## src/rtl/program_loader_pkg.sv

```systemverilog
// Shared definitions for the program loader: state codes, error codes and
// frame-field byte counts.
package program_loader_pkg;

  // 3-bit state encodings
  localparam logic [2:0] ST_IDLE   = 3'd0;
  localparam logic [2:0] ST_LEN_HI = 3'd1;
  localparam logic [2:0] ST_LEN_LO = 3'd2;
  localparam logic [2:0] ST_DATA   = 3'd3;
  localparam logic [2:0] ST_CHECK  = 3'd4;
  localparam logic [2:0] ST_HOLD   = 3'd5;
  localparam logic [2:0] ST_DONE   = 3'd6;
  localparam logic [2:0] ST_ERR    = 3'd7;

  typedef enum logic [2:0] {
    IDLE   = ST_IDLE,
    LEN_HI = ST_LEN_HI,
    LEN_LO = ST_LEN_LO,
    DATA   = ST_DATA,
    CHECK  = ST_CHECK,
    HOLD   = ST_HOLD,
    DONE   = ST_DONE,
    ERR    = ST_ERR
  } state_t;

  // Error codes reported on the error output
  localparam logic [1:0] ERR_NONE    = 2'b00;
  localparam logic [1:0] ERR_TIMEOUT = 2'b01;
  localparam logic [1:0] ERR_LEN     = 2'b10;
  localparam logic [1:0] ERR_CSUM    = 2'b11;

  // Frame-field sizes in bytes
  localparam int LEN_BYTES  = 2;
  localparam int WORD_BYTES = 4;
  localparam int CSUM_BYTES = 1;

endpackage

```

## src/rtl/program_loader_if.sv

```systemverilog
// Byte-stream input and instruction-memory write bus of the program loader.
// The loader uses the master view; the stream source / memory side uses slave.
interface program_loader_if #(
  parameter int ADDR_W = 10
) ();
  logic              rx_valid;
  logic [7:0]        rx_data;
  logic              imem_we;
  logic [ADDR_W-1:0] imem_addr;
  logic [31:0]       imem_wdata;

  modport master (
    input  rx_valid, rx_data,
    output imem_we, imem_addr, imem_wdata
  );

  modport slave (
    output rx_valid, rx_data,
    input  imem_we, imem_addr, imem_wdata
  );
endinterface

```

## src/rtl/program_loader_word_assembler.sv

```systemverilog
// Packs payload bytes MSB-first into 32-bit words and keeps a running XOR
// checksum over every accepted byte.
module word_assembler
  import program_loader_pkg::*;
(
  input  logic        clk,
  input  logic        reset,
  input  logic        clear_i,
  input  logic        accept_i,
  input  logic [7:0]  byte_i,
  output logic [31:0] word_o,
  output logic [7:0]  csum_o,
  output logic        word_ready_o
);

  logic [31:0] shift_q;
  logic [1:0]  idx_q;
  logic [7:0]  csum_q;

  // The byte being accepted now completes a word
  assign word_ready_o = accept_i && (idx_q == 2'(WORD_BYTES - 1));
  assign word_o       = shift_q;
  assign csum_o       = csum_q;

  // Shift register, byte index and checksum; clear wins over accept
  always_ff @(posedge clk) begin
    if (reset || clear_i) begin
      shift_q <= '0;
      idx_q   <= '0;
      csum_q  <= '0;
    end else if (accept_i) begin
      shift_q <= {shift_q[23:0], byte_i};
      idx_q   <= idx_q + 2'd1;
      csum_q  <= csum_q ^ byte_i;
    end
  end

endmodule

```

## src/rtl/program_loader.sv

```systemverilog
// Loads a framed program image from a byte stream into instruction memory
// while holding the CPU stalled and in reset; releases it after a good load.
module program_loader
  import program_loader_pkg::*;
#(
  parameter int ADDR_W    = 10,
  parameter int BASE_ADDR = 0,
  parameter int TIMEOUT   = 1000000,
  parameter int RST_HOLD  = 4
) (
  input  logic              clk,
  input  logic              reset,
  input  logic              start,
  program_loader_if.master  bus,
  output logic              cpu_stall,
  output logic              cpu_reset,
  output logic              busy,
  output logic              load_done,
  output logic [1:0]        error,
  output logic [ADDR_W:0]   word_count
);

  localparam int          GAP_W     = (TIMEOUT > 1) ? $clog2(TIMEOUT) : 1;
  localparam int          HOLD_W    = (RST_HOLD > 1) ? $clog2(RST_HOLD) : 1;
  localparam int unsigned MAX_WORDS = 32'd1 << ADDR_W;

  state_t              state_q, state_d;
  logic [1:0]          error_q, error_d;
  logic [GAP_W-1:0]    gap_q;
  logic [HOLD_W-1:0]   hold_q;
  logic [7:0]          len_hi_q;
  logic [ADDR_W:0]     len_q;
  logic [ADDR_W:0]     wc_q;
  logic                imem_we_q;
  logic [ADDR_W-1:0]   imem_addr_q;
  logic                held_q;
  logic                done_q;

  logic        in_frame, can_start, byte_ok, timed_out, len_bad, n_zero, last_word;
  logic        word_ready;
  logic [15:0] n_frame;
  logic [31:0] word;
  logic [7:0]  csum;

  assign in_frame  = (state_q == LEN_HI) || (state_q == LEN_LO) ||
                     (state_q == DATA)   || (state_q == CHECK);
  assign can_start = (state_q == IDLE) || (state_q == DONE) || (state_q == ERR);
  assign byte_ok   = bus.rx_valid && in_frame;
  assign timed_out = in_frame && !byte_ok && (gap_q == GAP_W'(TIMEOUT - 1));
  assign n_frame   = {len_hi_q, bus.rx_data};
  assign len_bad   = 32'(n_frame) > MAX_WORDS;
  assign n_zero    = (n_frame == 16'd0);
  assign last_word = ((wc_q + 1'b1) == len_q);

  word_assembler u_asm (
    .clk          (clk),
    .reset        (reset),
    .clear_i      (start && can_start),
    .accept_i     (byte_ok && (state_q == DATA)),
    .byte_i       (bus.rx_data),
    .word_o       (word),
    .csum_o       (csum),
    .word_ready_o (word_ready)
  );

  // Next-state and error-code selection; a timeout overrides everything
  always_comb begin
    state_d = state_q;
    error_d = error_q;
    case (state_q)
      IDLE, DONE, ERR: if (start) begin
        state_d = LEN_HI;
        error_d = ERR_NONE;
      end
      LEN_HI: if (byte_ok) state_d = LEN_LO;
      LEN_LO: if (byte_ok) begin
        if (len_bad) begin
          state_d = ERR;
          error_d = ERR_LEN;
        end else if (n_zero) begin
          state_d = CHECK;
        end else begin
          state_d = DATA;
        end
      end
      DATA:   if (word_ready && last_word) state_d = CHECK;
      CHECK:  if (byte_ok) begin
        if (bus.rx_data == csum) begin
          state_d = HOLD;
        end else begin
          state_d = ERR;
          error_d = ERR_CSUM;
        end
      end
      HOLD:   if (hold_q == HOLD_W'(RST_HOLD - 1)) state_d = DONE;
      default: state_d = IDLE;
    endcase
    if (timed_out) begin
      state_d = ERR;
      error_d = ERR_TIMEOUT;
    end
  end

  // FSM state, counters and registered outputs
  always_ff @(posedge clk) begin
    if (reset) begin
      state_q     <= IDLE;
      error_q     <= ERR_NONE;
      gap_q       <= '0;
      hold_q      <= '0;
      len_hi_q    <= '0;
      len_q       <= '0;
      wc_q        <= '0;
      imem_we_q   <= 1'b0;
      imem_addr_q <= ADDR_W'(BASE_ADDR);
      held_q      <= 1'b0;
      done_q      <= 1'b0;
    end else begin
      state_q   <= state_d;
      error_q   <= error_d;
      gap_q     <= (byte_ok || !in_frame) ? '0 : gap_q + 1'b1;
      hold_q    <= (state_q == HOLD) ? hold_q + 1'b1 : '0;
      imem_we_q <= word_ready;
      if (state_q == LEN_HI && byte_ok) len_hi_q <= bus.rx_data;
      if (state_q == LEN_LO && byte_ok) len_q <= n_frame[ADDR_W:0];
      if (word_ready) begin
        imem_addr_q <= ADDR_W'(BASE_ADDR) + wc_q[ADDR_W-1:0];
        wc_q        <= wc_q + 1'b1;
      end
      if (start && can_start) wc_q <= '0;
      // CPU is held (and the loader busy) everywhere except IDLE and DONE
      held_q <= (state_d != IDLE) && (state_d != DONE);
      done_q <= (state_d == DONE);
    end
  end

  assign bus.imem_we    = imem_we_q;
  assign bus.imem_addr  = imem_addr_q;
  assign bus.imem_wdata = word;
  assign cpu_stall      = held_q;
  assign cpu_reset      = held_q;
  assign busy           = held_q;
  assign load_done      = done_q;
  assign error          = error_q;
  assign word_count     = wc_q;

endmodule

```

## src/flat_wrapper.sv

```systemverilog
// flat-port wrapper written by rule: the top's interface ports become plain ports
module program_loader_flat import program_loader_pkg::*;
#(
  parameter int ADDR_W    = 10,
  parameter int BASE_ADDR = 0,
  parameter int TIMEOUT   = 1000000,
  parameter int RST_HOLD  = 4
)
  (clk, reset, start, cpu_stall, cpu_reset, busy, load_done, error, word_count, bus_rx_valid, bus_rx_data, bus_imem_we, bus_imem_addr, bus_imem_wdata);
  program_loader_if #(.ADDR_W(ADDR_W)) bus_i ();
  input  logic clk;
  input  logic reset;
  input  logic start;
  output logic cpu_stall;
  output logic cpu_reset;
  output logic busy;
  output logic load_done;
  output logic [1:0] error;
  output logic [ADDR_W:0] word_count;
  input wire logic [$bits(bus_i.rx_valid)-1:0] bus_rx_valid;
  input wire logic [$bits(bus_i.rx_data)-1:0] bus_rx_data;
  output wire logic [$bits(bus_i.imem_we)-1:0] bus_imem_we;
  output wire logic [$bits(bus_i.imem_addr)-1:0] bus_imem_addr;
  output wire logic [$bits(bus_i.imem_wdata)-1:0] bus_imem_wdata;
  assign bus_i.rx_valid = bus_rx_valid;
  assign bus_i.rx_data = bus_rx_data;
  assign bus_imem_we = bus_i.imem_we;
  assign bus_imem_addr = bus_i.imem_addr;
  assign bus_imem_wdata = bus_i.imem_wdata;
  program_loader #(.ADDR_W(ADDR_W), .BASE_ADDR(BASE_ADDR), .TIMEOUT(TIMEOUT), .RST_HOLD(RST_HOLD)) u_core (.clk(clk), .reset(reset), .start(start), .bus(bus_i), .cpu_stall(cpu_stall), .cpu_reset(cpu_reset), .busy(busy), .load_done(load_done), .error(error), .word_count(word_count));
endmodule
```

## config.mk

```make
export PLATFORM = sky130hd
export DESIGN_NAME = program_loader_flat
export DESIGN_NICKNAME = d
export VERILOG_FILES = /design/src/rtl/program_loader_pkg.sv /design/src/rtl/program_loader_if.sv /design/src/rtl/program_loader_word_assembler.sv /design/src/rtl/program_loader.sv /design/src/flat_wrapper.sv
export SDC_FILE = /design/constraint.sdc
export NUM_CORES = 1
export LEC_CHECK = 0
export ABC_CLOCK_PERIOD_IN_PS = 4900
export CORE_MARGIN = 10
export CORE_UTILIZATION = 45
export CTS_CLUSTER_DIAMETER = 80
export DETAILED_ROUTE_END_ITERATION = 12
export GPL_TIMING_DRIVEN = 1
export PLACE_DENSITY = 0.65
export SYNTH_ARGS = -nofsm -noshare
export SYNTH_HDL_FRONTEND = slang
export SYNTH_HIERARCHICAL = 1
export SYNTH_SLANG_ARGS = --single-unit
```

## constraint.sdc

```tcl
create_clock -name clk -period 4.9 [get_ports clk]
set_clock_uncertainty 0.2 [all_clocks]
set_input_delay 0.735 -clock clk [delete_from_list [all_inputs] [get_ports clk]]
set_output_delay 0.735 -clock clk [all_outputs]
set_load 0.05 [all_outputs]
```

-- Yosys cells after proc, flatten, opt, wreduce, memory -nomap -nowiden
Index checks and enable logic that the tools add are counted.
- flip-flop bits (word level): 112
- input bits: 12
- output and inout bits: 60
- logic and storage cells: 95
- add/sub/neg operators: 4
- $lt $le $gt $ge: 1
- eq/ne operators: 24
- multiplexer cells: 18
- bitwise logic cells: 2
- reductions and logical operators: 31
- operator list (operator ; number):
    3-bit 2-to-1 mux ; 9
    20-bit by 1-bit adder with 20-bit output (second input constant) ; 1
    20-bit equality test (second input constant) ; 1
    3-bit case mux with 6 select lines ; 1
    16-bit by 11-bit greater-than comparator with 1-bit output (second input constant) ; 1
    16-bit logical NOT ; 1
    3-bit equality test (second input constant) ; 5
    2-bit 2-to-1 mux ; 6
    6-bit AND reduction ; 2
    11-bit by 1-bit adder with 11-bit output (second input constant) ; 1
    11-bit equality test ; 1
    1-bit logical AND ; 10
    3-bit by 1-bit inequality test with 1-bit output (second input constant) ; 3
    8-bit equality test ; 1
    2-bit OR reduction ; 4
    8-bit XOR ; 1
    1-bit logical OR ; 7
    3-bit by 2-bit equality test with 1-bit output (second input constant) ; 2
    2-bit by 1-bit inequality test with 1-bit output (second input constant) ; 3
    3-bit by 2-bit inequality test with 1-bit output (second input constant) ; 2
    2-bit case mux with 3 select lines ; 1
    3-bit nonzero test ; 2
    2-bit by 1-bit adder with 2-bit output (second input constant) ; 2
    2-bit equality test (second input constant) ; 2
    other kinds (9) ; 11

-- Depth between registers and ports, before layout
Gate-level depths: netlist of run 1.
- depth in word-level cells: 13
- depth in mapped cells: 11
- gate-level depth less buffers: 8

-- Modules after synthesis
The synthesis of run 1 kept the hierarchy.
- by module, submodules not included (module ; times used ; cells each ; area each (µm²) ; seq. area each (µm²)):
    program_loader ; 1 ; 407 ; 3452.1 ; 1401.3
    word_assembler ; 1 ; 148 ; 1652.8 ; 840.8

-- Worst setup path after synthesis of run 1
Ideal clock, no wire load.
- path kind: flip-flop to flip-flop
- start: register u_core.wc_q[0] (netlist: u_core/word_count[0])
- end: register u_core.held_q (netlist: u_core/busy)
- library setup time: 0.117 ns
- arrival: 2.341 ns
- required time: 4.583 ns
- slack: 2.242 ns
- stages on the path, launching flop included: 10
- path buffers: 1
- clock period less this slack: 2.658 ns
- cells stage by stage: dfxtp_1 ha_1 clkbuf_1 xnor2_1 o21ai_0 nand3_1 a2111oi_4 nand2_2 o21bai_1 a22o_1
- longest elaborated chain between the ends: 8
- elaborated cells on any way between the ends: 9
- those cells by class: 1 x add/sub; 2 x eq/ne; 3 x mux; 3 x reduce/logical
- ends and longest elaborated chain (element ; RTL line ; source):
    start, declared ; program_loader.sv:33 ; logic [ADDR_W:0] wc_q;
    start signal, assigned ; program_loader.sv:128 ; wc_q <= wc_q + 1'b1;
    11-bit by 1-bit adder with 11-bit output (*) ; program_loader.sv:53 ; assign last_word = ((wc_q + 1'b1) == len_q);
    11-bit equality test (*) ; program_loader.sv:53 ;
    1-bit logical AND (*) ; program_loader.sv:86 ; DATA: if (word_ready && last_word) state_d = CHECK;
    3-bit 2-to-1 mux (*) ; program_loader.sv:86 ;
    3-bit case mux with 6 select lines (*) ; program_loader.sv:70 ; case (state_q)
    3-bit 2-to-1 mux (*) ; program_loader.sv:98 ; if (timed_out) begin
    3-bit inequality test or 3-bit nonzero test (tied branches) ; program_loader.sv:132 ; held_q <= (state_d != IDLE) && (state_d != DONE);
    1-bit logical AND (*) ; program_loader.sv:132 ;
    end signal, assigned ; program_loader.sv:132 ;
    end, declared ; program_loader.sv:36 ; logic held_q;
Mark *: on every way between the ends. The rest lies on a longest branch, timed or not.
A chain may end at the register's enable or synchronous reset.

-- Worst setup path in the final report of run 1
- start: input port bus_rx_valid
- end: register u_core.held_q (netlist: u_core/busy)
- longest elaborated chain between the ends: 9
- elaborated cells on any way between the ends: 16
- those cells by class: 1 x eq/ne; 6 x mux; 9 x reduce/logical
- ends and longest elaborated chain (element ; RTL line ; source):
    start, declared ; flat_wrapper.sv:20 ; input wire logic [$bits(bus_i.rx_valid)-1:0] bus_rx_valid;
    1-bit logical AND (*) ; program_loader.sv:48 ; assign byte_ok = bus.rx_valid && in_frame;
    1-bit logical AND (*) ; program_loader.sv:59 ; .accept_i (byte_ok && (state_q == DATA)),
    1-bit logical AND (*) ; program_loader_word_assembler.sv:21 ; assign word_ready_o = accept_i && (idx_q == 2'(WORD_BYTES - 1));
    named net u_core.word_ready ; program_loader.sv:40 ; logic word_ready;
    1-bit logical AND (*) ; program_loader.sv:86 ;
    3-bit 2-to-1 mux (*) ; program_loader.sv:86 ;
    3-bit case mux with 6 select lines (*) ; program_loader.sv:70 ;
    3-bit 2-to-1 mux (*) ; program_loader.sv:98 ;
    3-bit inequality test or 3-bit nonzero test (tied branches) ; program_loader.sv:132 ;
    1-bit logical AND (*) ; program_loader.sv:132 ;
The timed path passes the listed nets; every way through them passes the cells marked *.

==> flow_summary.toml, run 1 <==
[outcome]
status = "finished clean"

[worst_setup_path]
worstSetupPathType = "in -> reg"
cp.required_ps = 4930
crit_path_max_fanout = 22
arrival_ps = 2950
critPathCaptureType = "register"
critPathLaunchType = "input pin"

[route]
via_per_inst = 5.27
dr_total_vias = 3975
antenna_left = 0
drc = 0
routed_wl_um = 11300
drtPass1Iterations = 4
routedWlPerCell_um = 15.0
drt-initial-drc-count = 192

[power]
leakagePower_nw = 1.98
irDropWorstVdd_mv = 0.188
p_comb_share_pct = 11.6
clkPwrFrac_pct = 38.6
powerDensity_nw_per_um2 = 313
internal_power_mw = 1.42
p_switching_uw = 486
pwr-share-seq_pct = 49.8
sw_frac_of_total_pct = 25.4

[synthesis]
ys_top_cells_by_area = "dfxtp_1, mux2i_1, nor2_1"
yosysTopAreaCell = "dfxtp_1"
synth-edff-count = 0
synth_common_cells = "dfxtp_1, nor2_1, mux2i_1"
ys_seq_area_share_pct = 43.9
netlist_area_um2 = 5100
ys_async_sr_fraction_pct = 0
synth_cell_types = 56
ys_ff_latch = 112
synth_cells = 555
ys.flop_type = "dfxtp_1"
synth.net_count = 571
synth_warnings = 6
avgSynthCellArea_um2 = 9.20
synth_top_area_share_pct = 43.9
yosysMostFrequentCell = "dfxtp_1"

[cells_and_area]
final-seq-area_um2 = 2240
syn_to_final_growth_pct = 19.6
fill_cells = 1013
multi_input_area_um2 = 2630
final_core_util_pct = 55.6
final_cells = 754
final_nets = 626
drive_above_1_share_pct = 7.98
diodes = 0

[clocking]
post_cts_resized = 0
clock_latency_ps = 340
cts_buffers = 9
cts_setup_buffers = 0
clkSinkCount = 112
root_buffer = "clkbuf_16"
clk_pin_slew_ps = 70
cts_hold_buf = 0
clockBufferDepth = 2
cts_tree = "done"
htreeDepth = 3

[floorplan]
ioPinCount = 72
row_count = 38
die_x_um = 127
die_area_um2 = 16000
start_util_pct = 46.5
core_um2 = 11000
die_h_um = 127

[grt]
antenna_found_initial = 0
use_met3_pct = 5.96
grt-ovfl-total = 0
grt_pass1_vias = 3731
grtUsageMet1_pct = 17.0
top_usage_layer = "met2"
grtUsageMet2_pct = 21.3
grt_max_degree = 51
gr-usage-all-layers_pct = 13.7
grt_pass1_wl_um = 18700

[timing]
min_period_ps = 2920
setup_viol = 0
holdWs_ps = 232
slew_violations = 0
rsz0062_at_grt = "false"
setup_tns_ps = 0
finalCritPeriodShare_pct = 59.6
tightest_slew_ps = 856
max_slew_margin_pct = 42.7
hold_viol = 0
fmax_mhz = 342

[placement]
hpwlAfterDp_um = 8060
gp_congestion = 0.859
dpl.cell_count = 739
portBuffers = 71

[min_path]
hold_path_class = "reg -> reg"

[job]
maxCapViolCount = 0
## sequential cells by signal (all words and copies together), names as in the netlist
name,cells
u_core/u_asm/word_o,32
u_core/load_done,1
u_core/state_q,3
u_core/gap_q,20
u_core/u_asm/csum_o,8
u_core/len_hi_q,8
u_core/u_asm/idx_q,2
u_core/error,2
u_core/bus.imem_addr,10
u_core/hold_q,2
u_core/bus.imem_we,1
u_core/len_q,11
u_core/word_count,11
u_core/busy,1
## final timing paths
check / start / to / slack, ps / cells after the start
setup / recovery: bus_rx_valid / u_core/busy / 1980 / 9
hold / removal: u_core/hold_q[0] / u_core/hold_q[0] / 230 / 1
setup reg to reg: u_core/state_q[1] / u_core/busy / 2170 / 9
hold reg to reg: u_core/hold_q[0] / u_core/hold_q[0] / 230 / 1
## area by class of cell
type,count,area share [%]
Clock buffer,10,3.91
Sequential cell,112,36.7
Inverter,2,0.123
Multi-Input combinational cell,409,43.1
Timing Repair Buffer,76,12.3
Clock inverter,5,1.07
Tap cell,140,2.87
## critical path: stages
cell and delay (ps):
clkdlybuf4s50_1 590, and3_2 230, and2_1 120, buf_4 290
nand4_1 190, a2111oi_4 340, nand2_2 100, o21bai_1 170
a22o_1 190
## metal layers
layer  wire length (µm)  vias to the layer above  part of all wire [%]
li1                   -                     2003                     -
met1               5180                     1870                    46
met2               4990                       94                    44
met3               1010                        8                   9.0
met4                 89                        0                  0.79
met5                  0                        -                     0
## per-stage QoR
stage / worst slack (ps) / total power [mW] / instance area (µm²)
floorplan: 2240 / 1.15 / 5100
global placement: 1640 / 1.19 / 5800
detailed placement: 1620 / 1.19 / 5800
CTS: 1990 / 1.93 / 6110
global route: 1800 / 1.99 / 6110
finish: 1980 / 1.91 / 6110
## layout by cell type, fill, tap and decap left out, types with 3 or more instances in the layout
cell type / instances
o22ai_1: 3
ha_1: 4
clkinv_4: 3
dfxtp_1: 112
nor2_1: 98
nand3_1: 18
nand3b_1: 8
a21bo_2: 8
xnor2_1: 28
nor3_1: 10
nor2b_1: 3
nor4b_1: 3
nor4_1: 4
nand2b_1: 9
a31oi_1: 4
o21ai_0: 8
or3_1: 5
xor2_1: 20
o21bai_1: 3
clkdlybuf4s50_1: 71
a21oi_2: 6
buf_4: 5
nand2_1: 46
a211oi_1: 3
nand4_1: 9
a21oi_1: 23
and3_1: 4
clkbuf_16: 9
and2_1: 3
mux2i_1: 53
## power groups by stage
| stage | registers [mW] | clock network (mW) | logic (mW) |
|---|---|---|---|
| CTS | 0.950 | 0.760 | 0.222 |
| detailed placement | 0.971 | 0 | 0.221 |
| global route | 0.954 | 0.793 | 0.243 |
| finish | 0.951 | 0.738 | 0.221 |
| global placement | 0.970 | 0 | 0.218 |
| floorplan | 0.975 | 0 | 0.173 |
## cells by family (layout without fill, tap and decap cells)
logic type	count (synthesis)	after routing	share of synthesized area (%)
mux	53	53	10.4
compound gates	67	67	9.46
simple gates	237	237	22.4
flops	112	112	43.9
fa+ha+maj	4	4	0.980
buf+inv	34	93	4.58
xor+xnor	48	48	8.24
Note: power is estimated with default switching activity, not from simulation.
==> inputs of run 2 (changes only) <==
ABC_CLOCK_PERIOD_IN_PS = 2700   (was 4900)
clock period = 2.7 ns   (was 4.9 ns; I/O delays follow)
==> run 2 against run 1 <==
Effect of this change:
- clock power rose by 82%
- cell count rose by 2.8%
- critical path depth did not move
- worst setup slack got worse by 1800 ps
- die area did not move
- cell area rose by 2.6%
- via count barely moved
- sequential power rose by 80%
- count of clock-buffer cells in the layout rose by 4
- non-clock buffer count rose by 20
- sequential share of layout area fell by 0.94 points
- critical path type is now reg -> reg
- critical endpoint unchanged
- largest cell class unchanged
==> flow_summary.toml, run 2 (synthesis gave the netlist of run 1 again) <==
[outcome]
status = "finished clean"

[worst_setup_path]
critPathLaunchType = "register"
arrival_ps = 2580
worstSetupPathType = "reg -> reg"
cp.required_ps = 2730
r2r_slack_ps = 150
r2r_start = "u_core/word_count[1]"
crit_path_max_fanout = 8
critPathCaptureType = "register"
timing.rr.end = "u_core/busy"
ff2ff_path_depth = 9

[placement]
portBuffers = 71
hpwlAfterDp_um = 8510
gp_congestion = 0.865
placed_cell_area_um2 = 5970

[timing]
setup_viol = 0
finalCritPeriodShare_pct = 94.3
max_slew_margin_pct = 53.9
min_period_ps = 2550
rsz0062_at_grt = "false"
slew_violations = 0
fmax_mhz = 393
hold_viol = 0
setup_tns_ps = 0
tightest_slew_ps = 691
holdWs_ps = 238

[power]
p_switching_uw = 863
p_comb_share_pct = 12.8
powerDensity_nw_per_um2 = 558
leakagePower_nw = 2.08
total_power_mw = 3.50
pwr-share-seq_pct = 49.0
sw_frac_of_total_pct = 24.7
internal_power_mw = 2.63
clkPwrFrac_pct = 38.3
irDropWorstVdd_mv = 0.290

[cells_and_area]
drive_above_1_share_pct = 10.6
final_cell_mix = "dfxtp_1, nor2_1, clkdlybuf4s50_1, mux2i_1, nand2_1"
final_common_cell = "dfxtp_1"
largest_reg_flops = 32
syn_to_final_growth_pct = 22.8
final_core_util_pct = 57.1
diodes = 0
fin_area_um2 = 6270
final_nets = 646

[route]
drt-initial-drc-count = 216
routedWlPerCell_um = 14.9
routed_wl_um = 11500
via_per_inst = 5.13
drc = 0
antenna_left = 0
dr_total_vias = 3977
drtPass1Iterations = 4

[floorplan]
row_count = 38
die_area_um2 = 16000
start_util_pct = 46.5
die_x_um = 127
die_h_um = 127
core_um2 = 11000
ioPinCount = 72

[grt]
grt_max_degree = 51
grt_pass1_wl_um = 19100
antenna_found_initial = 0
grt_pass1_vias = 3859
gr-usage-all-layers_pct = 14.2
grt-ovfl-total = 0

[min_path]
hold_start = "u_core/hold_q[0]"
hold_end = "u_core/hold_q[0]"
hold_path_class = "reg -> reg"
timing.hold.worst_path_depth = 1

[clocking]
clockBufferDepth = 2
cts_tree = "done"
post_cts_resized = 0
htreeDepth = 3
cts_hold_buf = 0
cts_buffers = 9
clk_pin_slew_ps = 70
clkSinkCount = 112
cts_setup_buffers = 0
root_buffer = "clkbuf_16"
clock_latency_ps = 340

[job]
maxCapViolCount = 0
-- run 2: worst max path at each step --
stage	from	endpoint	slack [ps]	cells after the start
2_1_floorplan	u_core/word_count[0]	u_core/busy	40	9
3_3_place_gp	bus_rx_data[6]	u_core/busy	-80	7
3_5_place_dp	bus_rx_data[0]	u_core/busy	-130	7
4_1_cts	u_core/word_count[1]	u_core/busy	160	9
5_1_grt	u_core/word_count[1]	u_core/busy	30	9
6_report	u_core/word_count[1]	u_core/busy	150	9
-- run 2: cell type report --
| class | count | area, µm² |
|---|---|---|
| fill | 1011 | 4720 |
| multi-input combinational | 409 | 2630 |
| sequential | 112 | 2240 |
| timing repair buffer | 96 | 911 |
| clock buffer | 14 | 264 |
| tap | 140 | 175 |
| clock inverter | 2 | 37.5 |
| inverter | 2 | 7.51 |
-- run 2: routing by layer --
layer	share of wire (%)	GRT usage, %	up-vias
li1	-	-	2049
met3	7.5	4.96	11
met5	0	0	-
met2	45	22.4	91
met1	46	17.2	1826
met4	1.5	5.96	0
-- run 2: critical path, cell delays in order (launching register included) --
cell,delay (ps)
dfxtp_1,430
ha_1,380
nand3_1,140
nor2_1,240
mux2i_1,120
a211oi_1,300
buf_4,180
nand2_2,60
o21bai_1,180
a22o_1,210
-- run 2: power by group through the flow --
stage	Clock, mW	Combinational, mW	Sequential, mW
2_1_floorplan	0	0.313	1.77
3_3_place_gp	0	0.443	1.75
3_5_place_dp	0	0.449	1.75
4_1_cts	1.37	0.451	1.71
5_1_grt	1.44	0.486	1.72
6_report	1.34	0.446	1.71
-- run 2: stage by stage --
| stage | setup WS (ps) | instances |
|---|---|---|
| 2_1_floorplan | 42.2 | 555 |
| 3_3_place_gp | -80.1 | 759 |
| 3_5_place_dp | -127 | 759 |
| 4_1_cts | 156 | 775 |
| 5_1_grt | 32.0 | 775 |
| 6_report | 154 | 775 |
==> inputs of run 3 (changes only) <==
CTS_BUF_LIST = sky130_fd_sc_hd__clkbuf_8   (was unset)
SYNTH_HIERARCHICAL = unset   (was 1)
==> run 3 against run 2 <==
Effect of this change:
- cell area decreased by 4.1%
- synthesized cell count increased by 5.4%
- count of clock-buffer cells in the layout decreased by 5
- total power decreased by 3.6%
- maximum frequency increased by 2.8%
- wire length increased by 0.44%
- utilization decreased by 1.1 points
- cell count increased by 3.7%
==> flow_summary.toml, run 3 <==
[timing]
max_slew_margin_pct = 54.0
finalCritPeriodShare_pct = 91.7
hold_viol = 0
setup_tns_ps = 0
fmax_mhz = 404
rsz0062_at_grt = "false"
fin_ws_ps = 223
slew_violations = 0
setup_viol = 0
holdWs_ps = 240
min_period_ps = 2480
tightest_slew_ps = 684

[route]
drtPass1Iterations = 4
routedWlPerCell_um = 14.4
dr_total_vias = 4091
routed_wl_um = 11600
antenna_left = 0
drc = 0
via_per_inst = 5.09
drt-initial-drc-count = 319

[clocking]
cts_buffers = 9
clock_latency_ps = 390
clkSinkCount = 112
clk_pin_slew_ps = 110
cts_tree = "done"
htreeDepth = 3
clockBufferDepth = 2
post_cts_resized = 0
cts_hold_buf = 0
root_buffer = "clkbuf_8"
cts_setup_buffers = 0

[synthesis]
yosysTopAreaCell = "dfxtp_1"
synthSimpleGateAreaFrac_pct = 24.7
synth-edff-count = 0
netlist_area_um2 = 4890
ys_seq_area_share_pct = 45.8
synth_cells = 585
synth.net_count = 601
synth_common_cells = "nand2_1, dfxtp_1, a21oi_1"
synth-compound-area-share_pct = 11.8
ys_async_sr_fraction_pct = 0
ys_top_cells_by_area = "dfxtp_1, nand2_1, a21oi_1"
synth-xor-area-share_pct = 10.5
synth_mux_area_share_pct = 1.64
yosysMostFrequentCell = "nand2_1"
synth_top_family_by_area = "simple AND/OR/NAND/NOR gates"
avgSynthCellArea_um2 = 8.36
synth_warnings = 0
synth-adder-area-share_pct = 1.02
ys.flop_type = "dfxtp_1"
ys_ff_latch = 112
synth_top_area_share_pct = 45.8
synth_cell_types = 56

[floorplan]
die_x_um = 124
start_util_pct = 45.5
core_um2 = 10700
die_h_um = 124
die_area_um2 = 15400
row_count = 38
ioPinCount = 72

[cells_and_area]
syn_to_final_growth_pct = 22.9
final_common_cell = "nand2_1"
final_cell_mix = "nand2_1, dfxtp_1, clkdlybuf4s50_1, a21oi_1, nor2_1"
final_cells = 804
drive_above_1_share_pct = 8.58
final_nets = 676
final_core_util_pct = 55.9
diodes = 0
largest_reg_flops = 32

[power]
irDropWorstVdd_mv = 0.422
p_comb_share_pct = 17.9
clkPwrFrac_pct = 30.4
sw_frac_of_total_pct = 30.0
internal_power_mw = 2.36
leakagePower_nw = 2.05
powerDensity_nw_per_um2 = 561
pwr-share-seq_pct = 51.6
p_switching_mw = 1.01

[worst_setup_path]
arrival_ps = 2590
cp.required_ps = 2810
crit_path_max_fanout = 6
critPathLaunchType = "register"
critPathCaptureType = "register"
worstSetupPathType = "reg -> reg"

[outcome]
status = "finished clean"

[placement]
dpl.cell_count = 789
gp_congestion = 0.831
place_ws_ps = -64.1
hpwlAfterDp_um = 8380
portBuffers = 71

[grt]
grt-ovfl-total = 0
grt_pass1_vias = 3870
grt_pass1_wl_um = 19400
gr-usage-all-layers_pct = 14.8
grt_max_degree = 54
antenna_found_initial = 0

[job]
maxCapViolCount = 0

[min_path]
hold_path_class = "reg -> reg"
## run 3: cell count changes after synthesis, sizes merged, moves of 4 or more
cell and change:
nor4 +4, nand2 +86, nand3b -7, a21oi +39, a21bo -8, clkbuf +16
nor2 -38, buf -11, and3 -6, nand2b -9, xor2 +18, mux2i -45
xnor2 -11
## run 3: cell type report
class / instances / area (µm²)
sequential: 112 / 2240
timing repair buffer: 101 / 948
inverter: 4 / 15.0
multi-input combinational: 432 / 2430
tap: 140 / 175
fill: 1013 / 4730
clock buffer: 9 / 124
clock inverter: 6 / 78.8
## run 3: critical path, cell delays in order (launching register included)
cell,delay (ps)
dfxtp_1,420
ha_1,280
xor3_1,240
or3_1,310
a21oi_1,130
a211o_2,170
o311ai_4,140
a2111o_1,450
o221ai_1,80
## run 3: final timing paths
kind	from	to	slack, ps	cells past startpoint
max	u_core.word_count[0]	u_core.busy	220	8
min	u_core.hold_q[0]	u_core.hold_q[0]	240	1
max reg2reg	u_core.word_count[0]	u_core.busy	220	8
min reg2reg	u_core.hold_q[0]	u_core.hold_q[0]	240	1
## run 3: power by group through the flow
stage	Sequential, mW	Clock, mW	Combinational (mW)
floorplan	1.82	0	0.377
global placement	1.78	0	0.593
detailed placement	1.78	0	0.605
CTS	1.74	1.07	0.607
global route	1.75	1.12	0.662
finish	1.74	1.03	0.604
## run 3: cells by family (layout without fill, tap and decap cells)
kind of cell | count (synthesis) | in the layout
muxes | 8 | 8
DFF | 112 | 112
buffers and inverters | 41 | 120
adders and majority gates | 4 | 4
and+or+nand+nor | 266 | 266
xor gates and xnor gates | 56 | 56
AOI/OAI and AO/OA | 98 | 98
## run 3: metrics by stage
| step | area (µm²) | power (mW) |
|---|---|---|
| detailed placement | 5810 | 2.38 |
| global route | 6010 | 3.53 |
| finish | 6010 | 3.37 |
| CTS | 6010 | 3.41 |
| global placement | 5810 | 2.37 |
| floorplan | 4890 | 2.20 |
## run 3: metal layers
metal  GRT usage, %  vias up  part of all wire [%]
met1           18.0     1904                    45
li1               -     2111                     -
met2           23.6       65                    48
met5              0        -                     0
met3           5.57       11                   5.6
met4           4.52        0                   1.1
